`config.mk`:
```
export PLATFORM = sky130hd
export DESIGN_NAME = rf_wb_arbiter
export DESIGN_NICKNAME = d
export VERILOG_FILES = /design/src/rtl/rf_wb_arbiter.sv
export SDC_FILE = /design/constraint.sdc
export NUM_CORES = 1
export LEC_CHECK = 0
export ABC_AREA = 1
export BUFFER_PORTS_ARGS = -buffer_cell sky130_fd_sc_hd__buf_4
export CORE_ASPECT_RATIO = 0.7
export CORE_MARGIN = 10
export CORE_UTILIZATION = 50
export DETAILED_ROUTE_END_ITERATION = 10
export HOLD_SLACK_MARGIN = 0.12
export PLACE_DENSITY = 0.77
export REMOVE_ABC_BUFFERS = 1
export SYNTH_ARGS = -nofsm -noshare
export SYNTH_HDL_FRONTEND = slang
export SYNTH_HIERARCHICAL = 1
export SYNTH_SLANG_ARGS = --single-unit
export TNS_END_PERCENT = 10
```
`constraint.sdc`:
```
create_clock -name clk -period 2.9 [get_ports clk]
set_input_delay 0.145 -clock clk [delete_from_list [all_inputs] [get_ports clk]]
set_output_delay 0.145 -clock clk [all_outputs]
set_load 0.1 [all_outputs]
```
`src/rtl/rf_wb_arbiter.sv`:
```
// rtl/rf_wb_arbiter.sv - register-file write-port arbiter between core writeback and AHB returns
module rf_wb_fifo #(
    parameter int DATA_W = 32,
    parameter int ADDR_W = 5,
    parameter int DEPTH  = 2
) (
    input  logic                         clk,
    input  logic                         rst,
    input  logic                         push,
    input  logic [ADDR_W-1:0]            push_addr,
    input  logic [DATA_W-1:0]            push_data,
    input  logic                         pop,
    output logic [ADDR_W-1:0]            head_addr,
    output logic [DATA_W-1:0]            head_data,
    output logic [$clog2(DEPTH+1)-1:0]   count,
    output logic [DEPTH-1:0]             slot_valid,
    output logic [DEPTH*ADDR_W-1:0]      slot_addr
);
    localparam int PTR_W = $clog2(DEPTH);

    logic [ADDR_W-1:0] addr_mem [DEPTH];
    logic [DATA_W-1:0] data_mem [DEPTH];
    logic [PTR_W-1:0]  wr_ptr;
    logic [PTR_W-1:0]  rd_ptr;

    function automatic logic [PTR_W-1:0] ptr_inc(input logic [PTR_W-1:0] p);
        return (p == PTR_W'(DEPTH - 1)) ? '0 : p + 1'b1;
    endfunction

    // Per-slot valid bits let the hazard check scan entries without pointer math.
    always_ff @(posedge clk) begin
        if (rst) begin
            wr_ptr     <= '0;
            rd_ptr     <= '0;
            count      <= '0;
            slot_valid <= '0;
        end else begin
            if (push) begin
                addr_mem[wr_ptr]   <= push_addr;
                data_mem[wr_ptr]   <= push_data;
                slot_valid[wr_ptr] <= 1'b1;
                wr_ptr             <= ptr_inc(wr_ptr);
            end
            if (pop) begin
                slot_valid[rd_ptr] <= 1'b0;
                rd_ptr             <= ptr_inc(rd_ptr);
            end
            case ({push, pop})
                2'b10:   count <= count + 1'b1;
                2'b01:   count <= count - 1'b1;
                default: count <= count;
            endcase
        end
    end

    assign head_addr = addr_mem[rd_ptr];
    assign head_data = data_mem[rd_ptr];

    for (genvar i = 0; i < DEPTH; i++) begin : g_slot
        assign slot_addr[i*ADDR_W +: ADDR_W] = addr_mem[i];
    end
endmodule

module rf_wb_arbiter #(
    parameter int DATA_W     = 32,
    parameter int ADDR_W     = 5,
    parameter int FIFO_DEPTH = 2,
    parameter int MAX_STREAK = 4
) (
    input  logic                                clk,
    input  logic                                rst,
    input  logic                                core_we,
    input  logic [ADDR_W-1:0]                   core_addr,
    input  logic [DATA_W-1:0]                   core_wdata,
    output logic                                core_ready,
    input  logic                                ahb_valid,
    input  logic [ADDR_W-1:0]                   ahb_addr,
    input  logic [DATA_W-1:0]                   ahb_rdata,
    output logic                                ahb_ready,
    input  logic [ADDR_W-1:0]                   rs1_addr,
    input  logic [ADDR_W-1:0]                   rs2_addr,
    output logic                                hazard,
    output logic                                rf_we,
    output logic [ADDR_W-1:0]                   rf_addr,
    output logic [DATA_W-1:0]                   rf_wdata,
    output logic [$clog2(FIFO_DEPTH+1)-1:0]     fifo_count
);
    localparam int CNT_W    = $clog2(FIFO_DEPTH + 1);
    localparam int STREAK_W = $clog2(MAX_STREAK + 1);

    logic                         push;
    logic                         pop;
    logic                         head_valid;
    logic                         core_cand;
    logic                         grant_ahb;
    logic                         grant_core;
    logic [STREAK_W-1:0]          streak;
    logic [STREAK_W-1:0]          streak_nxt;
    logic [ADDR_W-1:0]            head_addr;
    logic [DATA_W-1:0]            head_data;
    logic [FIFO_DEPTH-1:0]        slot_valid;
    logic [FIFO_DEPTH*ADDR_W-1:0] slot_addr;
    logic                         haz1;
    logic                         haz2;

    // Ready looks only at the registered count, so a same-cycle pop never frees a slot.
    assign ahb_ready  = !rst && (fifo_count != CNT_W'(FIFO_DEPTH));
    assign push       = ahb_valid && ahb_ready && (ahb_addr != '0);
    assign head_valid = (fifo_count != '0);
    assign core_cand  = core_we && (core_addr != '0);
    assign pop        = grant_ahb;

    rf_wb_fifo #(
        .DATA_W (DATA_W),
        .ADDR_W (ADDR_W),
        .DEPTH  (FIFO_DEPTH)
    ) u_fifo (
        .clk        (clk),
        .rst        (rst),
        .push       (push),
        .push_addr  (ahb_addr),
        .push_data  (ahb_rdata),
        .pop        (pop),
        .head_addr  (head_addr),
        .head_data  (head_data),
        .count      (fifo_count),
        .slot_valid (slot_valid),
        .slot_addr  (slot_addr)
    );

    always_comb begin
        grant_ahb  = 1'b0;
        grant_core = 1'b0;
        core_ready = 1'b0;
        streak_nxt = streak;
        if (!rst) begin
            if (core_we && (core_addr == '0)) begin
                core_ready = 1'b1;
            end
            if (head_valid && core_cand) begin
                if (head_addr == core_addr) begin
                    // Older AHB data wins; the core write is acked but dropped.
                    grant_ahb  = 1'b1;
                    core_ready = 1'b1;
                    streak_nxt = '0;
                end else if (streak < STREAK_W'(MAX_STREAK)) begin
                    grant_ahb  = 1'b1;
                    streak_nxt = streak + 1'b1;
                end else begin
                    grant_core = 1'b1;
                    core_ready = 1'b1;
                    streak_nxt = '0;
                end
            end else if (head_valid) begin
                grant_ahb = 1'b1;
                if (!core_we) streak_nxt = '0;
            end else if (core_cand) begin
                grant_core = 1'b1;
                core_ready = 1'b1;
                streak_nxt = '0;
            end else if (!core_we) begin
                streak_nxt = '0;
            end
        end
    end

    always_ff @(posedge clk) begin
        if (rst) begin
            streak   <= '0;
            rf_we    <= 1'b0;
            rf_addr  <= '0;
            rf_wdata <= '0;
        end else begin
            streak <= streak_nxt;
            rf_we  <= grant_ahb || grant_core;
            if (grant_ahb) begin
                rf_addr  <= head_addr;
                rf_wdata <= head_data;
            end else if (grant_core) begin
                rf_addr  <= core_addr;
                rf_wdata <= core_wdata;
            end
        end
    end

    always_comb begin
        haz1 = rf_we && (rf_addr == rs1_addr);
        haz2 = rf_we && (rf_addr == rs2_addr);
        for (int i = 0; i < FIFO_DEPTH; i++) begin
            if (slot_valid[i] && (slot_addr[i*ADDR_W +: ADDR_W] == rs1_addr)) haz1 = 1'b1;
            if (slot_valid[i] && (slot_addr[i*ADDR_W +: ADDR_W] == rs2_addr)) haz2 = 1'b1;
        end
    end

    assign hazard = ((rs1_addr != '0) && haz1) || ((rs2_addr != '0) && haz2);
endmodule
```
==> results of run 1 <==
cell usage after synthesis:
cell / number
sky130_fd_sc_hd__o21ai_0: 44
sky130_fd_sc_hd__buf_12: 5
sky130_fd_sc_hd__nand3_1: 28
sky130_fd_sc_hd__nand2_1: 78
sky130_fd_sc_hd__nor2_2: 1
sky130_fd_sc_hd__inv_1: 73
sky130_fd_sc_hd__nand3_2: 22
sky130_fd_sc_hd__inv_2: 4
sky130_fd_sc_hd__nand2_2: 1
sky130_fd_sc_hd__xnor2_1: 2
sky130_fd_sc_hd__xor2_1: 2
sky130_fd_sc_hd__mux2_4: 30
sky130_fd_sc_hd__ha_1: 2
sky130_fd_sc_hd__edfxtp_1: 74
sky130_fd_sc_hd__nor2_1: 102
sky130_fd_sc_hd__buf_2: 11
sky130_fd_sc_hd__mux2_2: 7
sky130_fd_sc_hd__buf_4: 1
sky130_fd_sc_hd__o22ai_1: 13
sky130_fd_sc_hd__clkbuf_1: 10
sky130_fd_sc_hd__dfxtp_1: 48
sky130_fd_sc_hd__a21oi_2: 26
sky130_fd_sc_hd__o2111ai_1: 1
sky130_fd_sc_hd__buf_8: 1
sky130_fd_sc_hd__a211oi_1: 1
sky130_fd_sc_hd__a21oi_1: 29
sky130_fd_sc_hd__a31o_2: 1
sky130_fd_sc_hd__nor3_1: 6
sky130_fd_sc_hd__nand4_1: 1
sky130_fd_sc_hd__o21ai_1: 3
sky130_fd_sc_hd__buf_6: 4
sky130_fd_sc_hd__a221oi_1: 1
cell type report:
type | instances | area, um^2
antenna | 1 | 2.502
multi-input combinational | 401 | 2427
inverter | 77 | 289.0
tap | 157 | 196.4
timing repair buffer | 208 | 1749
fill | 832 | 3416
clock buffer | 24 | 491.7
clock inverter | 8 | 93.84
sequential | 122 | 3184
path summary, 6_finish.rpt:
path | start | endpoint | slack, ns | depth (start not counted)
setup / recovery | flop | core_ready | 0.20 | 7
hold / removal | core_addr[1] | rf_addr[1] | 0.13 | 5
setup reg to reg | flop | u_fifo/count[1] | 0.47 | 15
hold reg to reg | streak[0] | streak[0] | 0.49 | 2
through the flow:
step                TNS, ns  utilization, %
floorplan           -309.14               -
global placement          0           60.30
detailed placement        0           60.30
CTS                       0           71.15
global route              0           71.18
finish                    0           71.18
flip-flops by register name, indices dropped and copies added, names as in the netlist, named ones only:
register	cells
u_fifo/data_mem	64
rf_addr	5
u_fifo/addr_mem	10
u_fifo/count	2
rf_wdata	32
u_fifo/rd_ptr	1
u_fifo/slot_valid	2
streak	3
u_fifo/wr_ptr	1
rf_we	1
cells by family (layout without fill, tap and decap cells):
family          Yosys count  in the layout
other cells               0              1
buf+inv                 109            317
fa+ha+maj                 2              2
simple gates            239            239
flops                   122            122
xor+xnor                  4              4
compound gates          119            119
mux                      37             37
layer usage:
| layer | track usage [%] | up-vias |
|---|---|---|
| met5 | 0 | - |
| met4 | 5.438 | 0 |
| met3 | 7.246 | 20 |
| met2 | 30.58 | 218 |
| met1 | 25.12 | 2362 |
| li1 | - | 2514 |
cell usage in the layout (no fill, tap or decap), types with 7 or more instances in the layout:
| cell | count |
|---|---|
| sky130_fd_sc_hd__edfxtp_1 | 74 |
| sky130_fd_sc_hd__mux2_2 | 7 |
| sky130_fd_sc_hd__clkbuf_16 | 17 |
| sky130_fd_sc_hd__nand2_1 | 78 |
| sky130_fd_sc_hd__nand3_1 | 28 |
| sky130_fd_sc_hd__mux2_4 | 30 |
| sky130_fd_sc_hd__dfxtp_1 | 47 |
| sky130_fd_sc_hd__dlygate4sd3_1 | 70 |
| sky130_fd_sc_hd__o22ai_1 | 13 |
| sky130_fd_sc_hd__inv_1 | 73 |
| sky130_fd_sc_hd__nor2_1 | 99 |
| sky130_fd_sc_hd__o21ai_0 | 44 |
| sky130_fd_sc_hd__a21oi_2 | 26 |
| sky130_fd_sc_hd__a21oi_1 | 29 |
| sky130_fd_sc_hd__buf_4 | 137 |
| sky130_fd_sc_hd__nand3_2 | 21 |
worst max-delay path, delay by kind of cell, from the launching register on:
family / cells / cell delay, ns
compound gates: 1 / 0.57
buf+inv: 1 / 0.41
flops: 1 / 0.43
mux: 1 / 0.34
simple gates: 4 / 0.38
power by group:
group	switching, mW	internal (mW)	total (mW)	leakage, nW
clock	0.729	1.35	2.08	0.284
sequential	0.0900	1.97	2.06	1.07
combinational	1.22	0.546	1.76	2.26
==> results.yml, run 1 <==
die:
  placeableCoreArea_um2: 11850
  height_of_the_die_um: 112.6
  io-pin-count: 131
  die-area_um2: 17160
  row_count: 33
  fp.dieW_um: 152.3
  initial_utilization_pct: 51.73
synth:
  synthMuxAreaShare_pct: 8.634
  synth-seq-cells: 122
  post_synth_fa_ha_maj_area_fraction_pct: 0.4082
  synthDistinctLibCells: 32
  post_synth.cell_area_avg_um2: 9.699
  compound_gate_portion_of_the_synthesized_area_pct: 11.80
  syn_area_um2: 6130
  ys_top_cells_by_area: "sky130_fd_sc_hd__edfxtp_1 (36%), sky130_fd_sc_hd__dfxtp_1 (16%), sky130_fd_sc_hd__mux2_4 (7.3%)"
  synth_sequential_area_ratio_pct: 51.93
  synth_largest_area_cell: "sky130_fd_sc_hd__edfxtp_1"
  synth-simple-area-share_pct: 17.70
  synth_largest_type_area_fraction_pct: 36.25
  synth_top_family_by_area: "simple AND/OR/NAND/NOR gates"
  post_synth_inst_count: 632
  synthesis.yosys.warnings: 6
  post_synth_xor_area_fraction_pct: 0.5715
sta:
  max_slew.worst_pin.slew_ns: 0.8332
  timing.clock.skew_ns: 0.007002
  hold_viol: 0
  setup_violations: 0
  finalMaxSlewViolations: 0
  setup_ws_ns: 0.2025
  clock.fmax_mhz: 370.7
  unrepaired_setup_endpoints_after_global_routing: "false"
  holdWs_ns: 0.1350
  finalCriticalPeriod_ns: 2.697
  finalCritPeriodShare_pct: 93.02
  worst_slew_margin_rel_pct: 44.45
detailed_routing:
  routed_wire_length_per_instance_um: 17.35
  highest_layer: "met4"
  vias: 5114
  detailroute.wirelength.met2_um: 7823
  drt-total-wl_um: 17320
  wl_met3_um: 1662
  drt_iter0_markers: 493
  drcViolationCount: 0
  wirelength_met1_um: 7674
  drtPass1Iterations: 5
  route.antenna.remaining_nets: 0
  via_to_cell_ratio: 5.124
hold_path:
  hold_class: "in2reg"
global_route:
  grt_max_degree: 52
  initial_antenna_violation_count: 1
  globalRouteTotalUtil_pct: 19.61
  first_pass_grt_wire_length_um: 27390
  grt_pass1_vias: 5275
  gr-total-overflow: 0
worst_setup_path:
  path_cells: "mux2_4 > nand2_1 > nand2_1 > nor2_1 > nand3_1 > a211oi_1 > buf_4"
  cpPeakStageDelay_ns: 0.57
  worst_path_most_repeated_cell: "sky130_fd_sc_hd__nand2_1"
  arrival_ns: 2.55
  largest_fanout_on_the_critical_path: 6
  crit_path_start_kind: "flop"
  worstPathRequired_ns: 2.76
  critical_path_class: "reg2out"
  crit_path_top_delay_cell: "sky130_fd_sc_hd__a211oi_1"
  worst_setup_path_end_kind: "output port"
placed_design:
  pre_cts_ws_ns: 0.4973
  place_inst: 895
  place_hpwl_um: 11140
  place.port_buffers: 130
  placed_cell_area_um2: 7146
  gp_routability_congestion: 0.8895
layout:
  final_cells: 998
  postLayoutCellArea_um2: 8434
  finish.net_count: 917
  drive_above_1_share_pct: 31.19
  area_delta_synth_final_pct: 37.60
cts:
  clock_insertion_delay_worst_skew_ns: 0.41
  tritoncts_sink_count: 122
  cts_post_setup_buffers_inserted: 0
  clk_transition_reported_paths_ns: 0.05
  cts_resized: 0
  max-clock-path-buffers: 2
  ctsRootBufferMaster: "sky130_fd_sc_hd__clkbuf_16"
  post_cts_hold_buffer_count: 70
  number_of_h_tree_branching_levels: 4
  cts-buffers-inserted: 17
  cts_tree: "done"
flow_run:
  maxCapViolations: 0
outcome:
  outcome: "completed"
power:
  p_total_mw: 5.898
  powerDensity_nw_per_um2: 699.3
  p_leak_nw: 3.616
  worst_ir_drop_vdd_mv: 0.5032
Power figures use the tool's default switching activity.
==> run 2: changes to the inputs <==
--- a/config.mk
+++ b/config.mk
@@ -8,11 +8,11 @@
 export ABC_AREA = 1
 export BUFFER_PORTS_ARGS = -buffer_cell sky130_fd_sc_hd__buf_4
 export CORE_ASPECT_RATIO = 0.7
-export CORE_MARGIN = 10
-export CORE_UTILIZATION = 50
+export CORE_MARGIN = 1
+export CORE_UTILIZATION = 55
 export DETAILED_ROUTE_END_ITERATION = 10
 export HOLD_SLACK_MARGIN = 0.12
-export PLACE_DENSITY = 0.77
+export PLACE_DENSITY = 0.8
 export REMOVE_ABC_BUFFERS = 1
 export SYNTH_ARGS = -nofsm -noshare
 export SYNTH_HDL_FRONTEND = slang
==> constraint.sdc (replaced) <==
create_clock -name clk -period 3.49 [get_ports clk]
set_input_delay 0.1745 -clock clk [delete_from_list [all_inputs] [get_ports clk]]
set_output_delay 0.1745 -clock clk [all_outputs]
set_load 0.1 [all_outputs]
==> results.yml, run 2 (synthesized netlist as in run 1, its figures left out) <==
worst_setup_path:
  worst-r2r-setup-slack_ns: 0.98
  largest_fanout_on_the_critical_path: 6
  critical_path_class: "reg2out"
  worst_setup_path_end_kind: "output port"
  worstPathRequired_ns: 3.32
  arrival_ns: 2.50
  crit_path_start_kind: "flop"
  regToRegEndpoint: "rf_addr[4]"
  reg2reg_depth: 10
die:
  fp.dieW_um: 128.2
  io-pin-count: 131
  initial_utilization_pct: 57.89
  placeableCoreArea_um2: 10590
  row_count: 31
  die-area_um2: 11580
  height_of_the_die_um: 90.33
layout:
  layout.cells.most_common_list: "sky130_fd_sc_hd__buf_4 (137), sky130_fd_sc_hd__nor2_1 (99), sky130_fd_sc_hd__nand2_1 (78)"
  biggestRegsByFlops: "u_fifo/data_mem: 64 flops, rf_wdata: 32 flops, u_fifo/addr_mem: 10 flops"
  ff_latch_area_um2: 3184
  finish.net_count: 903
  postLayoutCellArea_um2: 8295
  multi_input_combinational_cell_area_um2: 2427
  fillerInstances: 677
  num_antenna_cells: 0
  registers.top_by_ff_count: "u_fifo/data_mem"
  largest_reg_flops: 64
  area_delta_synth_final_pct: 35.33
  final_common_cell: "sky130_fd_sc_hd__buf_4"
  drive_above_1_share_pct: 31.96
sta:
  worst_slew_margin_rel_pct: 29.28
  clock.fmax_mhz: 373.9
  finalCriticalPeriod_ns: 2.675
  setup_violations: 0
  unrepaired_setup_endpoints_after_global_routing: "false"
  max_slew.worst_pin.slew_ns: 1.061
  tns_ns: 0
  hold_viol: 0
  timing.clock.skew_ns: 0.005628
  finalMaxSlewViolations: 0
  finalCritPeriodShare_pct: 76.64
  setup_ws_ns: 0.8154
global_route:
  globalRouteTotalUtil_pct: 28.23
  gr-total-overflow: 0
  grt_max_degree: 76
  initial_antenna_violation_count: 0
  grt_pass1_vias: 5159
  first_pass_grt_wire_length_um: 25090
power:
  power.share.combinational_pct: 29.4
  seq_power_share_pct: 34.6
  powerDensity_nw_per_um2: 595.3
  power_switching_share_pct: 35.05
  p_total_mw: 4.938
  p_int_mw: 3.208
  p_leak_nw: 3.547
  worst_ir_drop_vdd_mv: 0.3984
  netSwitchingPower_mw: 1.731
  p_clk_share_pct: 36.0
placed_design:
  gp_routability_congestion: 0.9069
  pre_cts_ws_ns: 1.010
  place_hpwl_um: 9625
  place.port_buffers: 130
  placed_cell_area_um2: 7134
flow_run:
  maxCapViolations: 0
hold_path:
  hold_class: "in2reg"
  hold_depth: 5
  hold_start: "core_wdata[18]"
  holdPathEnd: "rf_wdata[18]"
detailed_routing:
  routed_wire_length_per_instance_um: 16.08
  drcViolationCount: 0
  drt_iter0_markers: 333
  via_to_cell_ratio: 5.282
  route.antenna.remaining_nets: 0
  vias: 5145
  drt-total-wl_um: 15660
  drtPass1Iterations: 8
cts:
  cts-buffers-inserted: 17
  cts_tree: "done"
  cts_resized: 0
  clk_transition_reported_paths_ns: 0.06
  max-clock-path-buffers: 2
  cts_post_setup_buffers_inserted: 0
  tritoncts_sink_count: 122
  number_of_h_tree_branching_levels: 4
  clock_insertion_delay_worst_skew_ns: 0.42
  ctsRootBufferMaster: "sky130_fd_sc_hd__clkbuf_16"
outcome:
  outcome: "completed"
run 2: timing repair:
item / 4_1_cts / 5_1_grt
hold buffers: 56 / 0
endpoints found under the hold margin: 97 / 0
endpoints found under the setup margin: 0 / 0
run 2: power groups by stage:
stage / clock network (mW) / logic (mW) / registers, mW
6_report: 1.78 / 1.45 / 1.71
5_1_grt: 1.86 / 1.54 / 1.72
4_1_cts: 1.80 / 1.44 / 1.70
3_5_place_dp: 0 / 1.38 / 1.73
3_3_place_gp: 0 / 1.37 / 1.73
2_1_floorplan: 0 / 0.508 / 2.27
run 2: worst max-delay path by stage:
stage	start	endpoint	slack [ns]	cells after the start
finish	flop	core_ready	0.82	7
detailed placement	flop	rf_addr[4]	1.01	10
global placement	u_fifo/count[0]	u_fifo/data_mem[1][19]	1.07	7
floorplan	u_fifo/count[1]	rf_addr[4]	-2.80	6
global route	flop	core_ready	0.69	7
CTS	flop	core_ready	0.80	7
run 2: area by class of cell:
class | count | area share [%]
Sequential cell | 122 | 38.39
Multi-Input combinational cell | 401 | 29.26
Timing Repair Buffer | 194 | 19.40
Clock buffer | 18 | 5.173
Inverter | 77 | 3.484
Tap cell | 148 | 2.232
Clock inverter | 14 | 2.066
run 2: critical path, cell delays in order, from the launching register on:
cell and delay [ns]:
sky130_fd_sc_hd__dfxtp_2 0.44, sky130_fd_sc_hd__mux2_4 0.34, sky130_fd_sc_hd__nand2_1 0.08, sky130_fd_sc_hd__nand2_1 0.06, sky130_fd_sc_hd__nor2_1 0.12, sky130_fd_sc_hd__nand3_1 0.20
sky130_fd_sc_hd__a211oi_1 0.46, sky130_fd_sc_hd__buf_4 0.38
run 2: stage by stage:
step	std cells	util, %	hold slack [ns]
finish	974	78.34	0.1246
detailed placement	886	67.38	0.3619
floorplan	600	-	0.2436
global route	974	78.34	0.1513
CTS	974	78.34	0.1239
global placement	886	67.38	0.3590
run 2: metal layers:
metal / track usage (%) / vias to the layer above / share of wire [%]
li1: - / 2483 / -
met1: 36.36 / 2399 / 43
met2: 45.14 / 236 / 48
met3: 7.227 / 27 / 7.0
met4: 11.96 / 0 / 1.8
met5: 0 / - / 0
==> run 3: changes to the inputs <==
--- a/config.mk
+++ b/config.mk
@@ -9,10 +9,10 @@
 export BUFFER_PORTS_ARGS = -buffer_cell sky130_fd_sc_hd__buf_4
 export CORE_ASPECT_RATIO = 0.7
 export CORE_MARGIN = 1
-export CORE_UTILIZATION = 55
+export CORE_UTILIZATION = 50
 export DETAILED_ROUTE_END_ITERATION = 10
 export HOLD_SLACK_MARGIN = 0.12
-export PLACE_DENSITY = 0.8
+export PLACE_DENSITY = 0.77
 export REMOVE_ABC_BUFFERS = 1
 export SYNTH_ARGS = -nofsm -noshare
 export SYNTH_HDL_FRONTEND = slang
==> constraint.sdc (replaced) <==
create_clock -name clk -period 2.4 [get_ports clk]
set_input_delay 0.12 -clock clk [delete_from_list [all_inputs] [get_ports clk]]
set_output_delay 0.12 -clock clk [all_outputs]
set_load 0.1 [all_outputs]
==> results.yml, run 3 (synthesized netlist as in run 1, its figures left out) <==
die:
  initial_utilization_pct: 51.91
  placeableCoreArea_um2: 11810
  io-pin-count: 131
  fp.dieW_um: 134.3
  row_count: 33
  height_of_the_die_um: 94.64
  die-area_um2: 12710
sta:
  setup_violations: 0
  setup_ws_ns: 0.1486
  tns_ns: 0
  finalCritPeriodShare_pct: 93.81
  unrepaired_setup_endpoints_after_global_routing: "false"
  timing.clock.skew_ns: 0.01237
  worst_slew_margin_rel_pct: 48.15
  finalMaxSlewViolations: 0
  hold_viol: 0
  finalCriticalPeriod_ns: 2.251
  clock.fmax_mhz: 444.2
  max_slew.worst_pin.slew_ns: 0.7777
global_route:
  grt_pass1_vias: 5238
  initial_antenna_violation_count: 0
  first_pass_grt_wire_length_um: 25900
  gr-total-overflow: 0
  globalRouteTotalUtil_pct: 26.70
  grt_max_degree: 51
layout:
  area_delta_synth_final_pct: 39.82
  registers.top_by_ff_count: "u_fifo/data_mem"
  postLayoutCellArea_um2: 8571
  drive_above_1_share_pct: 32.08
  finish.net_count: 925
  layout.cells.most_common_list: "sky130_fd_sc_hd__buf_4 (140), sky130_fd_sc_hd__nor2_1 (99), sky130_fd_sc_hd__nand2_1 (78)"
  biggestRegsByFlops: "u_fifo/data_mem: 64 flops, rf_wdata: 32 flops, u_fifo/addr_mem: 10 flops"
  largest_reg_flops: 64
  num_antenna_cells: 0
  final_common_cell: "sky130_fd_sc_hd__buf_4"
worst_setup_path:
  largest_fanout_on_the_critical_path: 4
  crit_path_start_kind: "flop"
  worst-path-buf-inv: 2
  arrival_ns: 2.13
  crit_path_top_delay_cell: "sky130_fd_sc_hd__edfxtp_1"
  critical_path_class: "reg2out"
  worst_setup_path_end_kind: "output port"
  worstPathRequired_ns: 2.28
  cpPeakStageDelay_ns: 0.44
  critPathTopFamily: "flip-flops"
  worst_path_most_repeated_cell: "sky130_fd_sc_hd__nand2_1"
  path_cells: "mux2_4 > nand2_1 > nand2_1 > nor2_1 > nand3_2 > a211oi_2 > buf_4 > buf_12"
detailed_routing:
  drtPass1Iterations: 5
  route.antenna.remaining_nets: 0
  drt_iter0_markers: 353
  drcViolationCount: 0
  via_to_cell_ratio: 5.284
  routed_wire_length_per_instance_um: 16.51
  drt-total-wl_um: 16600
  vias: 5310
cts:
  tritoncts_sink_count: 122
  cts_post_setup_buffers_inserted: 0
  ctsRootBufferMaster: "sky130_fd_sc_hd__clkbuf_16"
  max-clock-path-buffers: 2
  cts-buffers-inserted: 17
  clock_insertion_delay_worst_skew_ns: 0.41
  clk_transition_reported_paths_ns: 0.06
  cts_tree: "done"
  number_of_h_tree_branching_levels: 4
power:
  p_leak_nw: 3.671
  worst_ir_drop_vdd_mv: 0.6272
  powerDensity_nw_per_um2: 856.5
placed_design:
  pre_cts_ws_ns: 0.2580
  place.port_buffers: 130
  placed_cell_area_um2: 7196
  gp_routability_congestion: 0.8545
  place_hpwl_um: 10260
hold_path:
  hold_class: "in2reg"
outcome:
  outcome: "completed"
flow_run:
  maxCapViolations: 0
[run 3: path summary, 6_finish.rpt]
path                              start         endpoint  slack, ns  cells after the start
setup / recovery  u_fifo/addr_mem[1][3]       core_ready       0.15                      8
hold / removal             core_addr[1]       rf_addr[1]       0.16                      5
hold reg to reg               streak[1]        streak[1]       0.47                      2
setup reg to reg  u_fifo/addr_mem[1][3]  u_fifo/count[1]       0.26                     14
[run 3: area by class of cell]
cell class	count	area, um^2
Clock buffer	19	442.9
Clock inverter	13	176.4
Fill cell	867	3238
Inverter	77	289.0
Multi-Input combinational cell	401	2437
Sequential cell	122	3187
Tap cell	157	196.4
Timing Repair Buffer	216	1842
[run 3: worst register-to-register path, cell delays in order (launching register included)]
cell	delay [ns]
sky130_fd_sc_hd__edfxtp_1	0.44
sky130_fd_sc_hd__mux2_4	0.31
sky130_fd_sc_hd__nand2_1	0.07
sky130_fd_sc_hd__nand2_1	0.05
sky130_fd_sc_hd__nor2_1	0.14
sky130_fd_sc_hd__nand3_2	0.15
sky130_fd_sc_hd__nand3_4	0.11
sky130_fd_sc_hd__nand2_1	0.06
sky130_fd_sc_hd__inv_1	0.11
sky130_fd_sc_hd__ha_1	0.27
sky130_fd_sc_hd__inv_1	0.08
sky130_fd_sc_hd__nand2_1	0.05
sky130_fd_sc_hd__nor2_1	0.08
sky130_fd_sc_hd__nor2_1	0.04
sky130_fd_sc_hd__nor2_1	0.10
[run 3: metrics by stage]
| step | std cells | util (%) | total power [mW] | hold WS (ns) |
|---|---|---|---|---|
| 2_1_floorplan | 600 | - | 4.040 | 0.1891 |
| 3_3_place_gp | 900 | 60.93 | 4.513 | 0.3057 |
| 5_1_grt | 1005 | 72.58 | 7.592 | 0.1644 |
| 3_5_place_dp | 900 | 60.93 | 4.550 | 0.3079 |
| 6_report | 1005 | 72.58 | 7.341 | 0.1611 |
| 4_1_cts | 1005 | 72.42 | 7.334 | 0.1371 |
[run 3: power breakdown]
| group | total, mW | internal, mW | leakage [nW] | switching, mW |
|---|---|---|---|---|
| clock | 2.69 | 1.76 | 0.299 | 0.938 |
| combinational | 2.16 | 0.680 | 2.30 | 1.48 |
| sequential | 2.49 | 2.38 | 1.07 | 0.111 |
| total | 7.34 | 4.81 | 3.67 | 2.53 |
[run 3: repair_timing]
| action | in CTS | in global routing |
|---|---|---|
| resized for setup | 2 | 4 |
| endpoints found under the hold margin | 114 | 0 |
| hold buffers | 73 | 0 |
| endpoints found under the setup margin | 1 | 1 |
[run 3: routing by layer]
| metal | global-route usage [%] | vias up | part of all wire [%] |
|---|---|---|---|
| met1 | 35.85 | 2510 | 46 |
| met2 | 44.08 | 243 | 47 |
| met3 | 5.099 | 22 | 6.6 |
| met5 | 0 | - | 0 |
| li1 | - | 2535 | - |
| met4 | 8.146 | 0 | 1.1 |
